### src/rtl/ntt_job_sequencer_pkg.sv
// Shared types for the NTT job sequencer: sequencer states and transform direction.
package ntt_job_sequencer_pkg;

  typedef enum logic [2:0] {
    IDLE,
    LOAD,
    START,
    WAIT,
    UNLOAD
  } seq_state_t;

  typedef enum logic {
    OP_FWD = 1'b0,
    OP_INV = 1'b1
  } ntt_op_t;

endpackage

### src/rtl/ntt_job_sequencer_if.sv
// Job, coefficient stream and engine-side signals of the NTT job sequencer.
interface ntt_job_sequencer_if
  import ntt_job_sequencer_pkg::*;
#(
  parameter int WIDTH      = 32,
  parameter int ADDR_WIDTH = 8
);
  logic                  job_valid;
  ntt_op_t               job_op;
  logic                  job_ready;
  logic                  abort;
  logic                  in_valid;
  logic [WIDTH-1:0]      in_data;
  logic                  in_ready;
  logic                  out_valid;
  logic [WIDTH-1:0]      out_data;
  logic                  out_last;
  logic                  out_ready;
  logic                  busy;
  logic                  err_timeout;
  ntt_op_t               eng_sel;
  logic                  eng_load;
  logic [ADDR_WIDTH-1:0] eng_addr;
  logic [WIDTH-1:0]      eng_wdata;
  logic                  eng_start;
  logic                  eng_done;
  logic [WIDTH-1:0]      eng_rdata;

  modport master (
    output job_valid, job_op, abort, in_valid, in_data, out_ready, eng_done, eng_rdata,
    input  job_ready, in_ready, out_valid, out_data, out_last, busy, err_timeout,
           eng_sel, eng_load, eng_addr, eng_wdata, eng_start
  );

  modport slave (
    input  job_valid, job_op, abort, in_valid, in_data, out_ready, eng_done, eng_rdata,
    output job_ready, in_ready, out_valid, out_data, out_last, busy, err_timeout,
           eng_sel, eng_load, eng_addr, eng_wdata, eng_start
  );
endinterface

### src/rtl/ntt_job_sequencer_out_skid.sv
// Two-entry output FIFO for engine read data; grants a read only when a slot
// is guaranteed free by the time the 1-cycle-late data lands.
module ntt_out_skid #(
  parameter int WIDTH = 32
) (
  input  logic             clk,
  input  logic             rst_n,
  input  logic             flush,
  input  logic             rd_req,
  output logic             rd_issue,
  input  logic [WIDTH-1:0] rdata,
  output logic             out_valid,
  output logic [WIDTH-1:0] out_data,
  input  logic             out_ready
);
  logic [WIDTH-1:0] mem [2];
  logic             wr_ptr;
  logic             rd_ptr;
  logic             inflight;
  logic [1:0]       count;
  logic             push;
  logic             pop;

  assign out_valid = (count != 2'd0);
  assign pop       = out_valid && out_ready;
  assign push      = inflight;
  // Counting this cycle's pop as a free slot keeps one beat per cycle under full ready.
  assign rd_issue  = rd_req && ((3'(count) + 3'(inflight)) < (3'd2 + 3'(pop)));
  assign out_data  = out_valid ? mem[rd_ptr] : '0;

  always_ff @(posedge clk or negedge rst_n) begin
    if (!rst_n) begin
      wr_ptr   <= 1'b0;
      rd_ptr   <= 1'b0;
      inflight <= 1'b0;
      count    <= 2'd0;
    end else if (flush) begin
      wr_ptr   <= 1'b0;
      rd_ptr   <= 1'b0;
      inflight <= 1'b0;
      count    <= 2'd0;
    end else begin
      inflight <= rd_issue;
      if (push) wr_ptr <= ~wr_ptr;
      if (pop)  rd_ptr <= ~rd_ptr;
      case ({push, pop})
        2'b10:   count <= count + 2'd1;
        2'b01:   count <= count - 2'd1;
        default: count <= count;
      endcase
    end
  end

  always_ff @(posedge clk) begin
    if (push && !flush) mem[wr_ptr] <= rdata;
  end
endmodule

### src/rtl/ntt_job_sequencer.sv
// Runs one NTT job: load N coefficients into the engine, start it, wait for done
// under a watchdog, then stream N results out through a skid FIFO.
module ntt_job_sequencer
  import ntt_job_sequencer_pkg::*;
#(
  parameter int N               = 256,
  parameter int WIDTH           = 32,
  parameter int ADDR_WIDTH      = 8,
  parameter int WATCHDOG_CYCLES = 8192
) (
  input logic               clk,
  input logic               rst_n,
  ntt_job_sequencer_if.slave bus
);
  localparam int CW  = ADDR_WIDTH + 1;
  localparam int WDW = $clog2(WATCHDOG_CYCLES) + 1;
  localparam logic [CW-1:0]  LAST    = CW'(N - 1);
  localparam logic [CW-1:0]  COUNT_N = CW'(N);
  localparam logic [WDW-1:0] WD_LAST = WDW'(WATCHDOG_CYCLES - 1);

  seq_state_t       state;
  ntt_op_t          sel;
  logic             err;
  logic [CW-1:0]    ld_cnt;
  logic [CW-1:0]    rd_cnt;
  logic [CW-1:0]    out_cnt;
  logic [WDW-1:0]   wd_cnt;
  logic             in_fire;
  logic             out_fire;
  logic             rd_req;
  logic             rd_issue;
  logic             skid_valid;
  logic [WIDTH-1:0] skid_data;

  assign in_fire  = (state == LOAD) && bus.in_valid;
  assign rd_req   = (state == UNLOAD) && (rd_cnt < COUNT_N);
  assign out_fire = skid_valid && bus.out_ready;

  ntt_out_skid #(.WIDTH(WIDTH)) u_skid (
    .clk       (clk),
    .rst_n     (rst_n),
    .flush     (bus.abort),
    .rd_req    (rd_req),
    .rd_issue  (rd_issue),
    .rdata     (bus.eng_rdata),
    .out_valid (skid_valid),
    .out_data  (skid_data),
    .out_ready (bus.out_ready)
  );

  always_ff @(posedge clk or negedge rst_n) begin
    if (!rst_n) begin
      state   <= IDLE;
      sel     <= OP_FWD;
      err     <= 1'b0;
      ld_cnt  <= '0;
      rd_cnt  <= '0;
      out_cnt <= '0;
      wd_cnt  <= '0;
    end else if (bus.abort) begin
      state   <= IDLE;
      ld_cnt  <= '0;
      rd_cnt  <= '0;
      out_cnt <= '0;
      wd_cnt  <= '0;
    end else begin
      case (state)
        IDLE: begin
          if (bus.job_valid) begin
            sel    <= bus.job_op;
            err    <= 1'b0;
            ld_cnt <= '0;
            state  <= LOAD;
          end
        end
        LOAD: begin
          if (bus.in_valid) begin
            ld_cnt <= ld_cnt + 1'b1;
            if (ld_cnt == LAST) state <= START;
          end
        end
        START: begin
          wd_cnt <= '0;
          state  <= WAIT;
        end
        WAIT: begin
          // done arriving on the final watchdog cycle still counts as success
          if (bus.eng_done) begin
            rd_cnt  <= '0;
            out_cnt <= '0;
            state   <= UNLOAD;
          end else if (wd_cnt == WD_LAST) begin
            err   <= 1'b1;
            state <= IDLE;
          end else begin
            wd_cnt <= wd_cnt + 1'b1;
          end
        end
        UNLOAD: begin
          if (rd_issue) rd_cnt <= rd_cnt + 1'b1;
          if (out_fire) begin
            out_cnt <= out_cnt + 1'b1;
            if (out_cnt == LAST) state <= IDLE;
          end
        end
        default: state <= IDLE;
      endcase
    end
  end

  assign bus.job_ready   = (state == IDLE);
  assign bus.in_ready    = (state == LOAD);
  assign bus.busy        = (state != IDLE);
  assign bus.eng_start   = (state == START);
  assign bus.eng_sel     = sel;
  assign bus.err_timeout = err;
  assign bus.eng_load    = in_fire;
  assign bus.eng_wdata   = in_fire ? bus.in_data : '0;
  assign bus.eng_addr    = in_fire  ? ld_cnt[ADDR_WIDTH-1:0] :
                           rd_issue ? rd_cnt[ADDR_WIDTH-1:0] : '0;
  assign bus.out_valid   = skid_valid;
  assign bus.out_data    = skid_data;
  assign bus.out_last    = skid_valid && (out_cnt == LAST);
endmodule

### src/flat_wrapper.sv
// flat-port wrapper written by rule: the top's interface ports become plain ports
module ntt_job_sequencer_flat import ntt_job_sequencer_pkg::*;
#(
  parameter int N               = 256,
  parameter int WIDTH           = 32,
  parameter int ADDR_WIDTH      = 8,
  parameter int WATCHDOG_CYCLES = 8192
)
  (clk, rst_n, bus_job_valid, bus_job_op, bus_abort, bus_in_valid, bus_in_data, bus_out_ready, bus_eng_done, bus_eng_rdata, bus_job_ready, bus_in_ready, bus_out_valid, bus_out_data, bus_out_last, bus_busy, bus_err_timeout, bus_eng_sel, bus_eng_load, bus_eng_addr, bus_eng_wdata, bus_eng_start);
  ntt_job_sequencer_if #(.WIDTH(WIDTH), .ADDR_WIDTH(ADDR_WIDTH)) bus_i ();
  input logic clk;
  input logic rst_n;
  input wire logic [$bits(bus_i.job_valid)-1:0] bus_job_valid;
  input wire logic [$bits(bus_i.job_op)-1:0] bus_job_op;
  input wire logic [$bits(bus_i.abort)-1:0] bus_abort;
  input wire logic [$bits(bus_i.in_valid)-1:0] bus_in_valid;
  input wire logic [$bits(bus_i.in_data)-1:0] bus_in_data;
  input wire logic [$bits(bus_i.out_ready)-1:0] bus_out_ready;
  input wire logic [$bits(bus_i.eng_done)-1:0] bus_eng_done;
  input wire logic [$bits(bus_i.eng_rdata)-1:0] bus_eng_rdata;
  output wire logic [$bits(bus_i.job_ready)-1:0] bus_job_ready;
  output wire logic [$bits(bus_i.in_ready)-1:0] bus_in_ready;
  output wire logic [$bits(bus_i.out_valid)-1:0] bus_out_valid;
  output wire logic [$bits(bus_i.out_data)-1:0] bus_out_data;
  output wire logic [$bits(bus_i.out_last)-1:0] bus_out_last;
  output wire logic [$bits(bus_i.busy)-1:0] bus_busy;
  output wire logic [$bits(bus_i.err_timeout)-1:0] bus_err_timeout;
  output wire logic [$bits(bus_i.eng_sel)-1:0] bus_eng_sel;
  output wire logic [$bits(bus_i.eng_load)-1:0] bus_eng_load;
  output wire logic [$bits(bus_i.eng_addr)-1:0] bus_eng_addr;
  output wire logic [$bits(bus_i.eng_wdata)-1:0] bus_eng_wdata;
  output wire logic [$bits(bus_i.eng_start)-1:0] bus_eng_start;
  assign bus_i.job_valid = bus_job_valid;
  assign bus_i.job_op = bus_job_op;
  assign bus_i.abort = bus_abort;
  assign bus_i.in_valid = bus_in_valid;
  assign bus_i.in_data = bus_in_data;
  assign bus_i.out_ready = bus_out_ready;
  assign bus_i.eng_done = bus_eng_done;
  assign bus_i.eng_rdata = bus_eng_rdata;
  assign bus_job_ready = bus_i.job_ready;
  assign bus_in_ready = bus_i.in_ready;
  assign bus_out_valid = bus_i.out_valid;
  assign bus_out_data = bus_i.out_data;
  assign bus_out_last = bus_i.out_last;
  assign bus_busy = bus_i.busy;
  assign bus_err_timeout = bus_i.err_timeout;
  assign bus_eng_sel = bus_i.eng_sel;
  assign bus_eng_load = bus_i.eng_load;
  assign bus_eng_addr = bus_i.eng_addr;
  assign bus_eng_wdata = bus_i.eng_wdata;
  assign bus_eng_start = bus_i.eng_start;
  ntt_job_sequencer #(.N(N), .WIDTH(WIDTH), .ADDR_WIDTH(ADDR_WIDTH), .WATCHDOG_CYCLES(WATCHDOG_CYCLES)) u_core (.clk(clk), .rst_n(rst_n), .bus(bus_i));
endmodule
### config.mk
export PLATFORM = sky130hd
export DESIGN_NAME = ntt_job_sequencer_flat
export DESIGN_NICKNAME = d
export VERILOG_FILES = /design/src/rtl/ntt_job_sequencer_pkg.sv /design/src/rtl/ntt_job_sequencer_if.sv /design/src/rtl/ntt_job_sequencer_out_skid.sv /design/src/rtl/ntt_job_sequencer.sv /design/src/flat_wrapper.sv
export SDC_FILE = /design/constraint.sdc
export NUM_CORES = 1
export LEC_CHECK = 0
export ABC_AREA = 1
export BUFFER_PORTS_ARGS = -buffer_cell sky130_fd_sc_hd__buf_4
export CORE_AREA = 5 5 147 149
export DETAILED_ROUTE_END_ITERATION = 16
export DIE_AREA = 0 0 152 154
export GPL_ROUTABILITY_DRIVEN = 1
export GPL_TIMING_DRIVEN = 0
export PLACE_DENSITY = 0.6
export SLEW_MARGIN = 20
export SYNTH_ARGS = -nofsm -noshare
export SYNTH_HDL_FRONTEND = slang
export SYNTH_SLANG_ARGS = --single-unit
### constraint.sdc
create_clock -name clk -period 5.18 [get_ports clk]
set_input_delay 0 -clock clk [delete_from_list [all_inputs] [get_ports clk]]
set_output_delay 0 -clock clk [all_outputs]
set_load 0.02 [all_outputs]
=== Yosys cells after proc, flatten, opt, wreduce, memory -nomap -nowiden ===
Memory sizes are Yosys's and may differ from the RTL's.
Index checks and enable logic that the tools add are counted.

* Register bits: 51
* Bits in writable memories: 64
* Memories kept: 1

* $add $sub $neg: 8
* Magnitude comparators: 2
* Eq/ne operators: 22
* Muxes and demuxes: 41
* Bitwise gates (word level): 3
* Reductions and logical operators: 24

{| class="wikitable"
|+ Memory list
! memory !! words !! width !! read ports !! clocked after Yosys merged registers in !! wr ports !! RTL line !! source
|-
| u_core.u_skid.mem || 2 || 32 || 1 || 0 || 1 || ntt_job_sequencer_out_skid.sv:16 || <nowiki>logic [WIDTH-1:0] mem [2];</nowiki>
|}

{| class="wikitable"
|+ Operator list
! cell !! number
|-
| 2-to-1 mux 9 bit || 8
|-
| 2-to-1 mux 32 bit || 2
|-
| one-hot mux 9 bit (2 select lines) || 3
|-
| 2-to-1 mux 14 bit || 3
|-
| one-hot mux 14 bit (2 select lines) || 1
|-
| adder 9 x 1 -> 9 bit (second input constant) || 3
|-
| 2-to-1 mux 3 bit || 8
|-
| != test 3 bit (second input constant) || 7
|-
| == test 9 x 8 -> 1 bit (second input constant) || 2
|-
| 2-to-1 mux 8 bit || 2
|-
| one-hot mux 3 bit (5 select lines) || 1
|-
| AND reduction 3 bit || 5
|-
| nonzero test 3 bit || 5
|-
| adder 14 x 1 -> 14 bit (second input constant) || 1
|-
| == test 14 x 13 -> 1 bit (second input constant) || 1
|-
| 2-to-1 mux 1 bit || 10
|-
| < comparator 9 bit (second input constant) || 1
|-
| nonzero test 2 bit || 4
|-
| == test 3 x 2 -> 1 bit (second input constant) || 2
|-
| logical AND 1 bit || 6
|-
| != test 3 x 2 -> 1 bit (second input constant) || 2
|-
| AND reduction 6 bit || 1
|-
| AND reduction 5 bit || 1
|-
| != test 2 bit (second input constant) || 2
|-
| 17 further kinds || 19
|}

=== Longest topological paths before layout ===
* Depth after elaboration: 8
* Mapped depth: 14
* Depth with buffers taken out: 14

=== Hierarchy ===
A second synthesis with hierarchy kept.

* Cell total of the unflattened synthesis: 722
* Area total of the unflattened synthesis: 6,078.3 µm²

{| class="wikitable"
|+ Modules (own cells, without submodules)
! module !! instances !! cells each !! area an instance (µm²) !! sequential area each (µm²)
|-
| ntt_job_sequencer || 1 || 508 || 3,360.7 || 1,151.1
|-
| ntt_out_skid || 1 || 214 || 2,717.6 || 2,047.0
|}

=== Least setup slack after synthesis ===
OpenSTA, ideal clock, no wires.

* Path type: input port to flip-flop
* Start point: in bus_abort
* End point: mem u_core.u_skid.mem[1][0] (enable)
* Library setup time: 0.421 ns
* Arrival time: 1.832 ns
* Setup slack: 2.927 ns
* Stages on the path: 5
* Path buffers: 2
* Path through: buf_4 inv_2 buf_2 nand2_1 nor2_1

* Longest elaborated chain between the ends: 4

{| class="wikitable"
|+ RTL lines
! what !! RTL line !! source
|-
| from (decl) || flat_wrapper.sv:15 || <nowiki>input wire logic [$bits(bus_i.abort)-1:0] bus_abort;</nowiki>
|-
| zero test 1 bit || ntt_job_sequencer_out_skid.sv:55 || <nowiki>if (push && !flush) mem[wr_ptr] <= rdata;</nowiki>
|-
| logical AND 1 bit || ntt_job_sequencer_out_skid.sv:55 ||
|-
| 2-to-1 mux 1 bit || ntt_job_sequencer_out_skid.sv:55 ||
|-
| 2-to-1 mux 1 bit (implied by the code) || ntt_job_sequencer_out_skid.sv:55 ||
|-
| to (decl) || ntt_job_sequencer_out_skid.sv:16 ||
|}

No other way between the ends.

=== Final worst setup path ===
* Start point: reg u_core.state[2]
* End point: reg u_core.sel, in the netlist u_core.bus.eng_sel

* Longest elaborated chain between the ends: 2

{| class="wikitable"
|+ RTL lines
! what !! RTL line !! source
|-
| from (decl) || ntt_job_sequencer.sv:21 || <nowiki>seq_state_t state;</nowiki>
|-
| from (signal assigned) || ntt_job_sequencer.sv:53 || <nowiki>state <= IDLE;</nowiki>
|-
| from (signal assigned) || ntt_job_sequencer.sv:61 || <nowiki>state <= IDLE;</nowiki>
|-
| from (signal assigned) || ntt_job_sequencer.sv:73 || <nowiki>state <= LOAD;</nowiki>
|-
| zero test 3 bit || ntt_job_sequencer.sv:67 || <nowiki>case (state)</nowiki>
|-
| AND reduction 3 bit (no source line) || n/a ||
|-
| to (signal assigned) || ntt_job_sequencer.sv:70 || <nowiki>sel <= bus.job_op;</nowiki>
|-
| to (decl) || ntt_job_sequencer.sv:22 || <nowiki>ntt_op_t sel;</nowiki>
|}

No other way between the ends.
A chain may end at the register's enable or synchronous reset.

==> reports/results.tsv <==
stage	metric	value	unit
cts	Setup Fix Bufs, Post-CTS	0	
synthesis	post-synthesis register bit count	115	
detailed_routing	post-route ant nets	0	
placed_design	Post-Place Cells	1141	
timing	crit path time final	2.41	ns
cts	post-cts resize count	0	
detailed_routing	DRC viols	0	
cts	clk_lat worst skew	0.42	ns
synthesis	Synth Cell Area	5910	um2
pwr	PD cells	327	nW/um2
floorplanning	starting density of the core	29.5	%
detailed_routing	WL final	15600	um
cells_and_area	Post-Route Utilization	42.2	%
synthesis	Mapped Nets	798	
global_routing	routing usage on met2	21.7	%
floorplanning	num rows	52	
hold_path	Hold WC Path Type	primary input to register	
cells_and_area	Nets	1009	
cts	CTS Sinks	115	
cts	total CTS buffers	17	
cells_and_area	P&R area growth vs syn	43.0	%
cts	Worst-path clk slew	0.06	ns
timing	maximum clock rate	414	MHz
timing	RSZ-0062 raised after global routing	no	
worst_setup_path	reg-to-reg startpoint	u_core.state[2]	
timing	share of the clock period used by the worst path	46.6	%
detailed_routing	via count	5469	
placed_design	Port Buffer Count	151	
floorplanning	die width	152	um
synthesis	Syn. warnings	0	
worst_setup_path	CP arrival	2.77	ns
cts	TritonCTS clock tree	yes	
worst_setup_path	Worst Setup Path Type	register to register	
floorplanning	Die Area	23400	um2
detailed_routing	Initial DRC Count	288	
worst_setup_path	RR Endpoint	u_core.bus.eng_sel	
worst_setup_path	Crit path required time	5.54	ns
timing	setup TNS	0	ns
floorplanning	DIE HEIGHT	154	um
flow_run	# Max-Cap Violations	0	
timing	Slew HR	54.0	%
global_routing	GRT busiest layer	met2	
timing	max-slew violation count	0	
worst_setup_path	CP startpoint kind	register	
worst_setup_path	element type at the critical path end	register	
cells_and_area	layout cell share with drive strength beyond 1	23.2	%
global_routing	initial antenna violation count	0	
worst_setup_path	CP Max Fanout	4	
worst_setup_path	flop-to-flop setup slack	2.77	ns
detailed_routing	WL per Instance	12.9	um
floorplanning	core area	20000	um2
timing	setup violators final	0	
cts	clock root buffer	clkbuf_16	
synthesis	Avg Synthesized Cell Area	8.23	um2
cts	CTS Buffer Depth	2	
global_routing	GRT Overall Usage	13.5	%
hold_path	hold depth	4	
synthesis	synth unique cells	37	
global_routing	first-pass GRT wire length	26100	um
placed_design	post-placement worst setup slack	3.18	ns
synthesis	Seq/Total Area, Yosys	54.1	%
detailed_routing	Vias/cell	4.51	
timing	Least-Margin Pin Slew	0.690	ns
cells_and_area	Antenna diodes	0	
global_routing	global route overflow	0	
hold_path	hold_sp	bus_job_valid	
floorplanning	num ports	153	
pwr	LEAKAGE	0.00405	uW
worst_setup_path	worst reg-to-reg path cell count	9	
placed_design	post-detail-place hpwl	11100	um
cells_and_area	non-filler cells, final	1212	
timing	Final Hold Viols	0	
global_routing	largest net degree at the start of global routing	52	
placed_design	RePlAce Congestion	0.828	
pwr	Worst VDD drop	0.215	mV
timing	PnR worst setup slack	2.77	ns
global_routing	GRT met1 Usage	17.5	%
cts	H-tree depth	4	
global_routing	vias in the first global route	5300	
detailed_routing	Detailed Routing Iterations Pass 1	5	
timing	Min Hold Slack	0.0505	ns
synthesis	Mapped Cells	718	
global_routing	met3 GRT Util	4.05	%
outcome	status	completed	
timing	Worst Skew	0.0132	ns
hold_path	Worst Hold End	u_core.bus.err_timeout	
registers in the layout, summed over array words and instances, names as in the netlist:
| register | cells |
|---|---|
| u_core.u_skid.rd_ptr | 1 |
| u_core.ld_cnt | 9 |
| u_core.out_cnt | 9 |
| u_core.bus.eng_sel | 1 |
| u_core.rd_cnt | 9 |
| u_core.bus.err_timeout | 1 |
| u_core.wd_cnt | 14 |
| u_core.u_skid.wr_ptr | 1 |
| u_core.u_skid.inflight | 1 |
| u_core.u_skid.count | 2 |
| u_core.state | 3 |
| u_core.u_skid.mem | 64 |
per-stage QoR:
stage | power, uW | area (um2)
after floorplan | 1310 | 5910
after global placement | 1540 | 7380
after detailed placement | 1540 | 7450
after CTS | 2800 | 8450
after global routing | 2890 | 8450
final | 2760 | 8450
layer usage:
metal  part of all wire (%)  wire length, um
met1                     45             7050
met2                     45             7050
met3                    8.0             1260
met4                    1.8              279
met5                      0                0
report_power, final:
group	switching [uW]	internal [uW]	total (uW)
logic	332	209	541
clock network	484	730	1210
registers	21.1	987	1010
total	837	1930	2760
kinds of logic (layout without fill, tap and decap cells):
kind of cell	Yosys count	after routing	share of synthesized area, %
buf+inv	126	350	8.32
simple gates	391	391	28.6
xor+xnor	4	4	0.593
compound gates	74	74	6.65
fa+ha+maj	8	8	1.69
flops	115	115	54.1
worst max-delay path by stage:
stage                startpoint                       to  cells past startpoint
2_1_floorplan         bus_abort  u_core.u_skid.mem[1][0]                      5
3_3_place_gp          bus_abort  u_core.u_skid.mem[1][9]                      5
3_5_place_dp   u_core.ld_cnt[0]          u_core.state[0]                     14
4_1_cts         u_core.state[2]       u_core.bus.eng_sel                      9
5_1_grt         u_core.state[2]       u_core.bus.eng_sel                      9
6_report        u_core.state[2]       u_core.bus.eng_sel                      9
placed cells by master, fill, tap and decap left out, types with 3 or more instances in the layout:
cell,instances
a21oi_1,35
buf_2,3
buf_4,153
clkbuf_1,15
clkbuf_16,17
clkinv_4,3
dfrtp_1,51
dlygate4sd3_1,39
edfxtp_1,64
ha_1,8
inv_1,98
inv_2,6
inv_6,7
inv_8,3
nand2_1,217
nand2_2,5
nand3_1,67
nand4_1,7
nor2_1,71
nor2_2,3
nor2_4,4
nor3_1,4
nor3b_1,3
o21ai_0,26
o22ai_1,5
or2_2,3
xor2_1,3
synth_stat cells (all sizes together):
cell type | instances | area, um2
a21boi | 1 | 7.51
a21oi | 35 | 175
a22oi | 1 | 7.51
buf | 6 | 41.3
clkbuf | 15 | 56.3
clkinv | 1 | 3.75
dfrtp | 51 | 1280
edfxtp | 64 | 1920
ha | 8 | 100
inv | 104 | 390
nand2 | 223 | 857
nand3 | 70 | 373
nand4 | 7 | 43.8
nor2 | 79 | 335
nor3 | 5 | 36.3
nor3b | 3 | 22.5
nor4 | 1 | 6.26
o21ai | 29 | 149
o21bai | 2 | 15.0
o22ai | 5 | 31.3
o31ai | 1 | 7.51
or2 | 3 | 18.8
xnor2 | 1 | 8.76
xor2 | 3 | 26.3
layout make-up:
cell class / count / area, um2
Fill cell: 1980 / 11600
Clock buffer: 17 / 425
Tap cell: 270 / 338
Sequential cell: 115 / 3200
Multi-Input combinational cell: 477 / 2240
Clock inverter: 15 / 181
Timing Repair Buffer: 192 / 1580
Buffer: 21 / 97.6
Inverter: 105 / 394
repair_timing:
item | in CTS | in global routing
hold buffers | 39 | 0
hold endpoints to repair | 130 | 0
setup endpoints to repair | 0 | 0
worst max-delay path, stage by stage, from the launching register on:
cell,delay [ns]
dfrtp_1,0.44
nor2_2,0.19
nand2_1,0.10
inv_1,0.08
nand2_1,0.11
nor2_1,0.18
nand2_1,0.07
dlygate4sd3_1,0.56
nand2_1,0.07
dlygate4sd3_1,0.55
Note: power is estimated with default switching activity, not from simulation.
